**config.mk**
```make
export PLATFORM = sky130hd
export DESIGN_NAME = button_debounce
export DESIGN_NICKNAME = d
export VERILOG_FILES = /design/src/rtl/button_debounce_pkg.sv /design/src/rtl/sync_2ff.sv /design/src/rtl/button_debounce.sv
export SDC_FILE = /design/constraint.sdc
export NUM_CORES = 1
export LEC_CHECK = 0
export CAP_MARGIN = 40
export CORE_UTILIZATION = 40
export DETAILED_ROUTE_END_ITERATION = 8
export GPL_ROUTABILITY_DRIVEN = 0
export GPL_TIMING_DRIVEN = 1
export PLACE_DENSITY_LB_ADDON = 0.08
export SETUP_SLACK_MARGIN = 0.5
export SLEW_MARGIN = 25
export SYNTH_ARGS = -nofsm -noshare
export SYNTH_HDL_FRONTEND = slang
export SYNTH_SLANG_ARGS = --single-unit
```
**constraint.sdc**
```tcl
create_clock -name clk -period 5.9 [get_ports clk]
set_input_delay 0.59 -clock clk [delete_from_list [all_inputs] [get_ports clk]]
set_output_delay 0.59 -clock clk [all_outputs]
set_load 0.01 [all_outputs]
```
**src/rtl/button_debounce_pkg.sv**
```systemverilog
// rtl/button_debounce_pkg.sv - shared input-stage constants and debounce state encodings
package button_debounce_pkg;

  localparam int STABLE_CYCLES_DEFAULT = 50000;

  typedef enum logic [1:0] {
    STABLE_LO = 2'b00,
    CHK_HI    = 2'b01,
    STABLE_HI = 2'b10,
    CHK_LO    = 2'b11
  } deb_state_t;

endpackage

```
**src/rtl/sync_2ff.sv**
```systemverilog
// rtl/sync_2ff.sv - two-flop synchronizer for asynchronous single-bit inputs
module sync_2ff (
  input  logic clk,
  input  logic rst,
  input  logic d,
  output logic q
);

  logic meta;

  always_ff @(posedge clk or negedge rst) begin
    if (!rst) begin
      meta <= 1'b0;
      q    <= 1'b0;
    end else begin
      meta <= d;
      q    <= meta;
    end
  end

endmodule

```
**src/rtl/button_debounce.sv**
```systemverilog
// rtl/button_debounce.sv - push-button debouncer: out follows in once the synchronized
// level has held for STABLE_CYCLES consecutive clocks
module button_debounce
  import button_debounce_pkg::*;
#(
  parameter int STABLE_CYCLES = STABLE_CYCLES_DEFAULT
) (
  input  logic clk,
  input  logic rst,
  input  logic in,
  output logic out
);

  localparam int CW = $clog2(STABLE_CYCLES);
  localparam logic [CW-1:0] CNT_LAST = CW'(STABLE_CYCLES - 1);

  logic          s;
  deb_state_t    state;
  logic [CW-1:0] cnt;

  sync_2ff u_sync (
    .clk (clk),
    .rst (rst),
    .d   (in),
    .q   (s)
  );

  // cnt only ever runs inside CHK_*, and is cleared on every entry and exit,
  // so it tops out at CNT_LAST and never wraps.
  always_ff @(posedge clk or negedge rst) begin
    if (!rst) begin
      state <= STABLE_LO;
      cnt   <= '0;
      out   <= 1'b0;
    end else begin
      case (state)
        STABLE_LO: begin
          if (s) begin
            state <= CHK_HI;
            cnt   <= '0;
          end
        end
        CHK_HI: begin
          if (!s) begin
            state <= STABLE_LO;
            cnt   <= '0;
          end else if (cnt == CNT_LAST) begin
            state <= STABLE_HI;
            cnt   <= '0;
            out   <= 1'b1;
          end else begin
            cnt <= cnt + 1'b1;
          end
        end
        STABLE_HI: begin
          if (!s) begin
            state <= CHK_LO;
            cnt   <= '0;
          end
        end
        CHK_LO: begin
          if (s) begin
            state <= STABLE_HI;
            cnt   <= '0;
          end else if (cnt == CNT_LAST) begin
            state <= STABLE_LO;
            cnt   <= '0;
            out   <= 1'b0;
          end else begin
            cnt <= cnt + 1'b1;
          end
        end
        default: begin
          state <= STABLE_LO;
          cnt   <= '0;
          out   <= 1'b0;
        end
      endcase
    end
  end

endmodule

```
# Word-level counts from Yosys, hierarchy flattened
# Index checks and enable logic that the tools add are counted.
[totals] inputBits=3 output_inout_bits=1 reg_bits=21
[op_classes] muxes=18 n_reduce_logical=5 eq_ne=12 addsub=1
[op_table] operator="2-to-1 mux 16 bit" count=5
[op_table] operator="one-hot mux 16 bit (4 select lines)" count=1
[op_table] operator="adder 16 x 1 -> 16 bit, second input constant" count=1
[op_table] operator="== test 16 bit, second input constant" count=1
[op_table] operator="2-to-1 mux 2 bit" count=6
[op_table] operator="!= test 2 bit, second input constant" count=4
[op_table] operator="one-hot mux 2 bit (4 select lines)" count=1
[op_table] operator="AND reduction 5 bit" count=1
[op_table] operator="== test 2 bit, second input constant" count=2
[op_table] operator="2-to-1 mux 1 bit" count=4
[op_table] operator="!= test 2 x 1 -> 1 bit, second input constant" count=2
[op_table] operator="AND reduction 4 bit" count=1
[op_table] operator="!= test 3 x 2 -> 1 bit, second input constant" count=1
[op_table] operator="!= test 3 bit, second input constant" count=1
[op_table] operator="== test 2 x 1 -> 1 bit, second input constant" count=1
[op_table] operator="zero test 2 bit" count=1
[op_table] operator="one-hot mux 1 bit (2 select lines)" count=1
[op_table] operator="AND reduction 2 bit" count=1
[op_table] operator="nonzero test 2 bit" count=1

# Longest topological paths before layout
# Gate-level depths: netlist (run 1).
[depth] word_depth=4 ltp_mapped=7

# Hierarchy
# Synthesis (run 1) repeated with hierarchy kept, for this count alone.
[unflattened] cells_unflattened=112 hier_area_um2=1054.8
[modules_own_cells] mod="button_debounce" seq_area_each_um2=475.5 area_per_inst_um2=1004.7 cells_each=110 instances=1
[modules_own_cells] mod="sync_2ff" seq_area_each_um2=50.0 area_per_inst_um2=50.0 cells_each=2 instances=1

# Least setup slack after synthesis (run 1)
# OpenSTA, ideal clock, no wires.
[synth_path] kind="register to register" start="register cnt[11]" end="register with a tool-made name" synth_period_minus_slack_ns=2.141 arrival_ns=2.013 path_stages_with_launch=6 slack_ns=3.759 required_time_ns=5.772 cell_sequence="dfrtp_1 or4b_1 or4_1 buf_6 a21boi_2 mux2_1"
[synth_rtl] element="start: declaration" line="button_debounce.sv:19" text="logic [CW-1:0] cnt;"
[synth_rtl] element="start signal: assignment" line="button_debounce.sv:52" text="cnt <= cnt + 1'b1;"
[synth_rtl] element="start signal: assignment" line="button_debounce.sv:70" text="cnt <= cnt + 1'b1;"

==> summary.txt, run 1 <==
Cells and area
  – Area overhead of the layout relative to synthesis: 6.57%
  – Share of final-layout standard cells stronger than drive strength 1: 0.0720
  – Layout net count: 130
  – Count of inserted antenna diode cells: 0

Power and ir drop
  – Leakage dissipation: 0.477 nW
  – Peak supply drop: 251 µV
  – PD cells: 309 nW/µm²
  – Post-layout total power: 0.383 mW

STA
  – Relative max-transition margin: 0.452
  – RSZ-0062 raised after global routing: false
  – Fraction of the cycle the final worst path needs: 0.448
  – Worst Slack Setup Final: 3.26 ns
  – Transition time of the tightest slew-check pin: 0.822 ns
  – Max Transition Viols Final: 0
  – Final Hold Fails: 0
  – Max Clk Rate: 0.379 GHz
  – Total Negative Setup Slacks: 0 ns
  – Final Critical Period: 2.64 ns
  – Worst-case clock skew: 0.00914 ns
  – Number of setup violations in the final report: 0

Floorplanning
  – Full die area: 3130 µm²
  – Area of the placeable core: 2760 µm²
  – Total number of placement rows: 19
  – Vertical extent of the die: 55.9 µm
  – Horizontal die dimension: 55.9 µm
  – Starting Density: 0.422
  – I/O pin count: 4

Clock network
  – H-tree lvl count: 1
  – Total clock buffers created by CTS: 3
  – Number of setup buffers added after CTS: 0
  – Clock tree from TritonCTS: done
  – Clk buf depth: 2
  – Root cell of the clock tree: sky130_fd_sc_hd__clkbuf_4
  – Number of gates resized after CTS: 0
  – Hold-fix buffers at CTS: 0
  – Clock edge transition at the registers on the reported setup and hold paths: 0.13 ns
  – Clock insertion delay at the later pin of the skew report: 0.32 ns
  – Clock net sink count: 21

Setup path
  – Required time worst endpoint: 6.12 ns
  – Number of cells on the worst reg-to-reg path: 4
  – Start point of the critical path: cnt[11]
  – Startpoint of the most critical register-to-register path: cnt[11]
  – Crit path DAT: 2.86 ns
  – Minimum setup slack among reg-to-reg paths: 3.26 ns
  – Critical-path maximum fanout: 26
  – Startpoint kind of the worst setup timing path: flip-flop
  – Crit end category: flip-flop
  – Kind of critical path: flip-flop to flip-flop

Synth
  – Proportion of synthesized chip area in sequential cells: 0.452
  – Synthesized Nets: 127
  – Post-synth ARST share: 1.00
  – Number of flip-flops and latches in the synthesized netlist: 21
  – Dominant register cell in the synthesized netlist: sky130_fd_sc_hd__dfrtp_1
  – Number of cells produced by synthesis: 123
  – Post-synthesis instance area: 1160 µm²
  – Avg Inst Size Synth: 9.45 µm²
  – Number of warnings printed during yosys synthesis: 0
  – Post-synth EDFFs: 0
  – Number of different library cells in the post-synthesis netlist: 37

Flow run
  – Max-Cap Viols: 0

Placement
  – Port Buffers: 3
  – Half-perimeter wire length after placement: 1740 µm
  – Setup WS pre-CTS: 3.29 ns

Hold path
  – Hold wc startpoint: u_sync.meta
  – Worst Hold End: u_sync.q
  – Min-Delay Path Class: flip-flop to flip-flop
  – Worst hold path cell count: 0

Global route
  – Wire length of the first global-routing pass: 4580 µm
  – Via count of the first global-routing pass: 961
  – Total overflow reported by the global router: 0
  – Aggregate global-route resource usage: 0.187
  – Largest net degree at the start of global routing: 27
  – Antenna violations before repair: 0

Detailed routing
  – Number of vias after detailed routing: 977
  – Antenna violation net count after detailed routing: 0
  – Post-detailed-route wirelength per cell: 16.3 µm
  – Detailed Route WL: 2540 µm
  – DRT iter0 DRCs: 28
  – First-pass detailed-route iteration total: 5
  – DRC: 0
  – Post-detailed-route via-to-cell ratio: 6.26

Run status
  – Status: finished clean
-- stage by stage --
stage	hold slack (ns)	util	std cells	instance area, µm²
finish	0.377	0.449	156	1240
detailed placement	0.350	0.434	151	1200
CTS	0.381	0.445	155	1230
global route	0.394	0.449	156	1240
global placement	0.341	0.429	150	1180
floorplan	0.294	-	123	1160
-- Yosys cell counts, types with 4 or more instances --
cell,n,share of area
sky130_fd_sc_hd__nor4_1,4,0.022
sky130_fd_sc_hd__nand3_1,9,0.039
sky130_fd_sc_hd__inv_1,4,0.013
sky130_fd_sc_hd__nand2_1,12,0.039
sky130_fd_sc_hd__and3_1,5,0.027
sky130_fd_sc_hd__a31oi_1,13,0.070
sky130_fd_sc_hd__nor2_1,5,0.016
sky130_fd_sc_hd__clkbuf_1,4,0.013
sky130_fd_sc_hd__o21ai_0,4,0.017
sky130_fd_sc_hd__nand3b_1,4,0.026
sky130_fd_sc_hd__dfrtp_1,21,0.45
-- worst max-delay path, stage by stage (launching register included) --
cell and delay (ns):
sky130_fd_sc_hd__dfrtp_1 0.43, sky130_fd_sc_hd__or4b_1 0.53, sky130_fd_sc_hd__or4_1 0.93, sky130_fd_sc_hd__a21boi_2 0.30, sky130_fd_sc_hd__mux2_1 0.34
-- how the worst max path moves through the flow --
stage	cells after the start	to
final	4	flip-flop
after global routing	4	flip-flop
after CTS	4	flip-flop
after detailed placement	4	flip-flop
after global placement	4	flip-flop
after floorplan	5	flip-flop
-- sequential cells by signal, summed over array words and instances (netlist names), named ones only --
name,count
u_sync.meta,1
state,1
u_sync.q,1
cnt,16
out,1
-- cell type report --
class / instances / area [µm²]
clock buffers: 3 / 22.5
multi-input cells: 91 / 573
repair buffers: 5 / 56.3
flip-flops and latches: 21 / 526
inverters: 4 / 15.0
well taps: 31 / 38.8
fillers: 274 / 1520
clock inverters: 1 / 7.51
-- logic make-up (layout without fill, tap and decap cells) --
logic type      after synthesis  after routing  share of synthesized area
buf+inv                      11             13                     0.0549
simple gates                 55             55                      0.267
mux                           1              1                    0.00969
fa+ha+maj                     1              1                     0.0108
flops                        21             21                      0.452
xor+xnor                      2              2                     0.0151
compound gates               32             32                      0.191
-- report_power, final --
| part | internal, mW | total (mW) | switching [mW] |
|---|---|---|---|
| clock | 0.0259 | 0.0756 | 0.0497 |
| combinational | 0.0485 | 0.134 | 0.0852 |
| sequential | 0.159 | 0.174 | 0.0149 |
-- metal layers --
metal | vias up | global-route usage | routed length, µm
li1 | 480 | - | -
met2 | 17 | 0.294 | 1140
met3 | 5 | 0.0233 | 63
met1 | 475 | 0.256 | 1290
met5 | - | 0 | 0
met4 | 0 | 0.0941 | 48
-- cell usage in the layout (no fill, tap or decap), types with 2 or more instances in the layout --
cell and count:
sky130_fd_sc_hd__dfrtp_1 21, sky130_fd_sc_hd__a31oi_1 13, sky130_fd_sc_hd__nand2_1 12, sky130_fd_sc_hd__nand3_1 9
sky130_fd_sc_hd__nor2_1 5, sky130_fd_sc_hd__and3_1 5, sky130_fd_sc_hd__nand3b_1 4, sky130_fd_sc_hd__nor4_1 4
sky130_fd_sc_hd__inv_1 4, sky130_fd_sc_hd__o21ai_0 4, sky130_fd_sc_hd__or4_1 3, sky130_fd_sc_hd__nand4_1 3
sky130_fd_sc_hd__a41oi_1 3, sky130_fd_sc_hd__o22ai_1 3, sky130_fd_sc_hd__clkbuf_4 3, sky130_fd_sc_hd__clkdlybuf4s50_1 3
sky130_fd_sc_hd__and2_1 2, sky130_fd_sc_hd__o211ai_1 2
No activity file was read; power rests on OpenSTA's default activity.
==> inputs of run 2 (changes only) <==
==> constraint.sdc (replaced) <==
create_clock -name clk -period 2.3 [get_ports clk]
set_input_delay 0.23 -clock clk [delete_from_list [all_inputs] [get_ports clk]]
set_output_delay 0.23 -clock clk [all_outputs]
set_load 0.01 [all_outputs]
==> run 2 against run 1 <==
Total power grew to 2.8 times the previous value; die area is the same; final cell count grew 7.7%; hold slack lost 0.15 ns; utilization grew 5.4 points.
==> summary.txt, run 2 (synthesis results as in run 1) <==
Cells and area
  – FF/Latch Area: 526 µm²
  – Most common library cell in the layout ignoring fill and taps: sky130_fd_sc_hd__dfrtp_1
  – Share of final-layout standard cells stronger than drive strength 1: 0.212
  – Layout net count: 142
  – Area overhead of the layout relative to synthesis: 19.5%
  – Area used by multi-input combinational logic: 624 µm²
  – Most frequent cells in the layout: sky130_fd_sc_hd__dfrtp_1, sky130_fd_sc_hd__a31oi_1, sky130_fd_sc_hd__nand2_1, sky130_fd_sc_hd__buf_4, sky130_fd_sc_hd__nand3_1
  – Filler Cell Count: 259
  – Count of inserted antenna diode cells: 0
  – Non-Filler Cell Area, Final: 1390 µm²
  – Flip-flop count of the largest register, all copies and words added: 16
  – Register with the highest flop count: cnt

Clock network
  – Clock insertion delay at the later pin of the skew report: 0.32 ns
  – Root cell of the clock tree: sky130_fd_sc_hd__clkbuf_4
  – Hold-fix buffers at CTS: 0
  – Clock edge transition at the registers on the reported setup and hold paths: 0.13 ns
  – Clock net sink count: 21
  – Total clock buffers created by CTS: 3
  – Clk buf depth: 2
  – Clock tree from TritonCTS: done
  – H-tree lvl count: 1

Global route
  – Aggregate global-route resource usage: 0.189
  – Via count of the first global-routing pass: 967
  – Antenna violations before repair: 0
  – Largest net degree at the start of global routing: 26
  – Wire length of the first global-routing pass: 4570 µm
  – Total overflow reported by the global router: 0

Setup path
  – Crit path DAT: 2.32 ns
  – Required time worst endpoint: 2.52 ns
  – Crit end category: flip-flop
  – Minimum setup slack among reg-to-reg paths: 0.20 ns
  – Startpoint of the most critical register-to-register path: cnt[11]
  – Critical-path maximum fanout: 3
  – Kind of critical path: flip-flop to flip-flop
  – Startpoint kind of the worst setup timing path: flip-flop
  – Number of cells on the worst reg-to-reg path: 4
  – Start point of the critical path: cnt[11]

STA
  – Relative max-transition margin: 0.641
  – RSZ-0062 raised after global routing: true
  – Number of setup violations in the final report: 0
  – Worst-case clock skew: 0.00782 ns
  – Total Negative Setup Slacks: 0 ns
  – Final Hold Fails: 0
  – Max Transition Viols Final: 0
  – Fraction of the cycle the final worst path needs: 0.913
  – Transition time of the tightest slew-check pin: 0.534 ns
  – Max Clk Rate: 0.476 GHz
  – Final Critical Period: 2.10 ns
  – Hold_ws: 0.228 ns

Floorplanning
  – Starting Density: 0.422
  – I/O pin count: 4
  – Vertical extent of the die: 55.9 µm
  – Total number of placement rows: 19
  – Area of the placeable core: 2760 µm²
  – Horizontal die dimension: 55.9 µm
  – Full die area: 3130 µm²

Detailed routing
  – Detailed Route WL: 2670 µm
  – DRT iter0 DRCs: 38
  – Post-detailed-route via-to-cell ratio: 6.08
  – Number of vias after detailed routing: 1,021
  – Post-detailed-route wirelength per cell: 15.9 µm
  – Antenna violation net count after detailed routing: 0
  – DRC: 0
  – First-pass detailed-route iteration total: 4

Placement
  – Half-perimeter wire length after placement: 1800 µm
  – Port Buffers: 3
  – Area of placed instances: 1280 µm²

Power and ir drop
  – Peak supply drop: 629 µV
  – Leakage dissipation: 0.557 nW
  – PD cells: 759 nW/µm²

Run status
  – Status: finished clean

Hold path
  – Min-Delay Path Class: primary input to asynchronous set/reset pin

Flow run
  – Max-Cap Viols: 0
-- run 2: changes by cell type in the layout (fill, tap and decap cells not counted), moves of 2 or more --
cell	delta
sky130_fd_sc_hd__a41oi_2	+3
sky130_fd_sc_hd__a41oi_1	-3
sky130_fd_sc_hd__o21ai_1	+2
sky130_fd_sc_hd__o21ai_0	-2
sky130_fd_sc_hd__buf_4	+11
-- run 2: what timing repair did --
action / in CTS / in global routing
gates resized for setup: 4 / 6
setup buffers: 3 / 2
endpoints found under the setup margin: 18 / 18
endpoints found under the hold margin: 0 / 0
pin swaps: 2 / 3
-- run 2: cell type report --
type                            count  share of cell area
Multi-Input combinational cell     91               0.450
Sequential cell                    21               0.378
Clock buffer                        3              0.0162
Timing Repair Buffer               17               0.112
Tap cell                           31              0.0279
Clock inverter                      1             0.00541
Inverter                            4              0.0108
-- run 2: how the worst min path moves through the flow --
stage                           start                          to  slack, ns
final                             rst                         out       0.23
after global routing              rst  asynchronous set/reset pin       0.28
after CTS                         rst                     cnt[11]       0.23
after detailed placement  u_sync.meta                    u_sync.q       0.35
after global placement    u_sync.meta                    u_sync.q       0.34
after floorplan                   rst  asynchronous set/reset pin      -0.07
-- run 2: metal layers --
layer	global-route usage	part of all wire
met5	0	0
met4	0.0836	0.019
met3	0.0233	0.027
met2	0.299	0.47
met1	0.260	0.49
-- run 2: power by group --
part           switching, mW  total [mW]  leakage (nW)  internal, mW
registers             0.0396       0.447         0.283         0.408
logic                  0.243       0.417         0.260         0.174
clock network          0.124       0.190        0.0139        0.0665
total                  0.406        1.05         0.557         0.648
-- run 2: stage by stage --
step / power, mW / utilization / instances / worst slack, ns
finish: 1.05 / 0.504 / 168 / 0.200
global route: 1.12 / 0.504 / 168 / 0.165
CTS: 1.02 / 0.487 / 166 / 0.200
detailed placement: 0.794 / 0.463 / 159 / 0.0828
global placement: 0.789 / 0.463 / 159 / 0.0820
floorplan: 0.711 / - / 123 / 0.173
-- run 2: critical path, stage by stage (launching register included) --
cell	delay, ns
sky130_fd_sc_hd__dfrtp_1	0.40
sky130_fd_sc_hd__or4b_1	0.54
sky130_fd_sc_hd__or4_4	0.58
sky130_fd_sc_hd__a21boi_4	0.18
sky130_fd_sc_hd__mux2_4	0.31
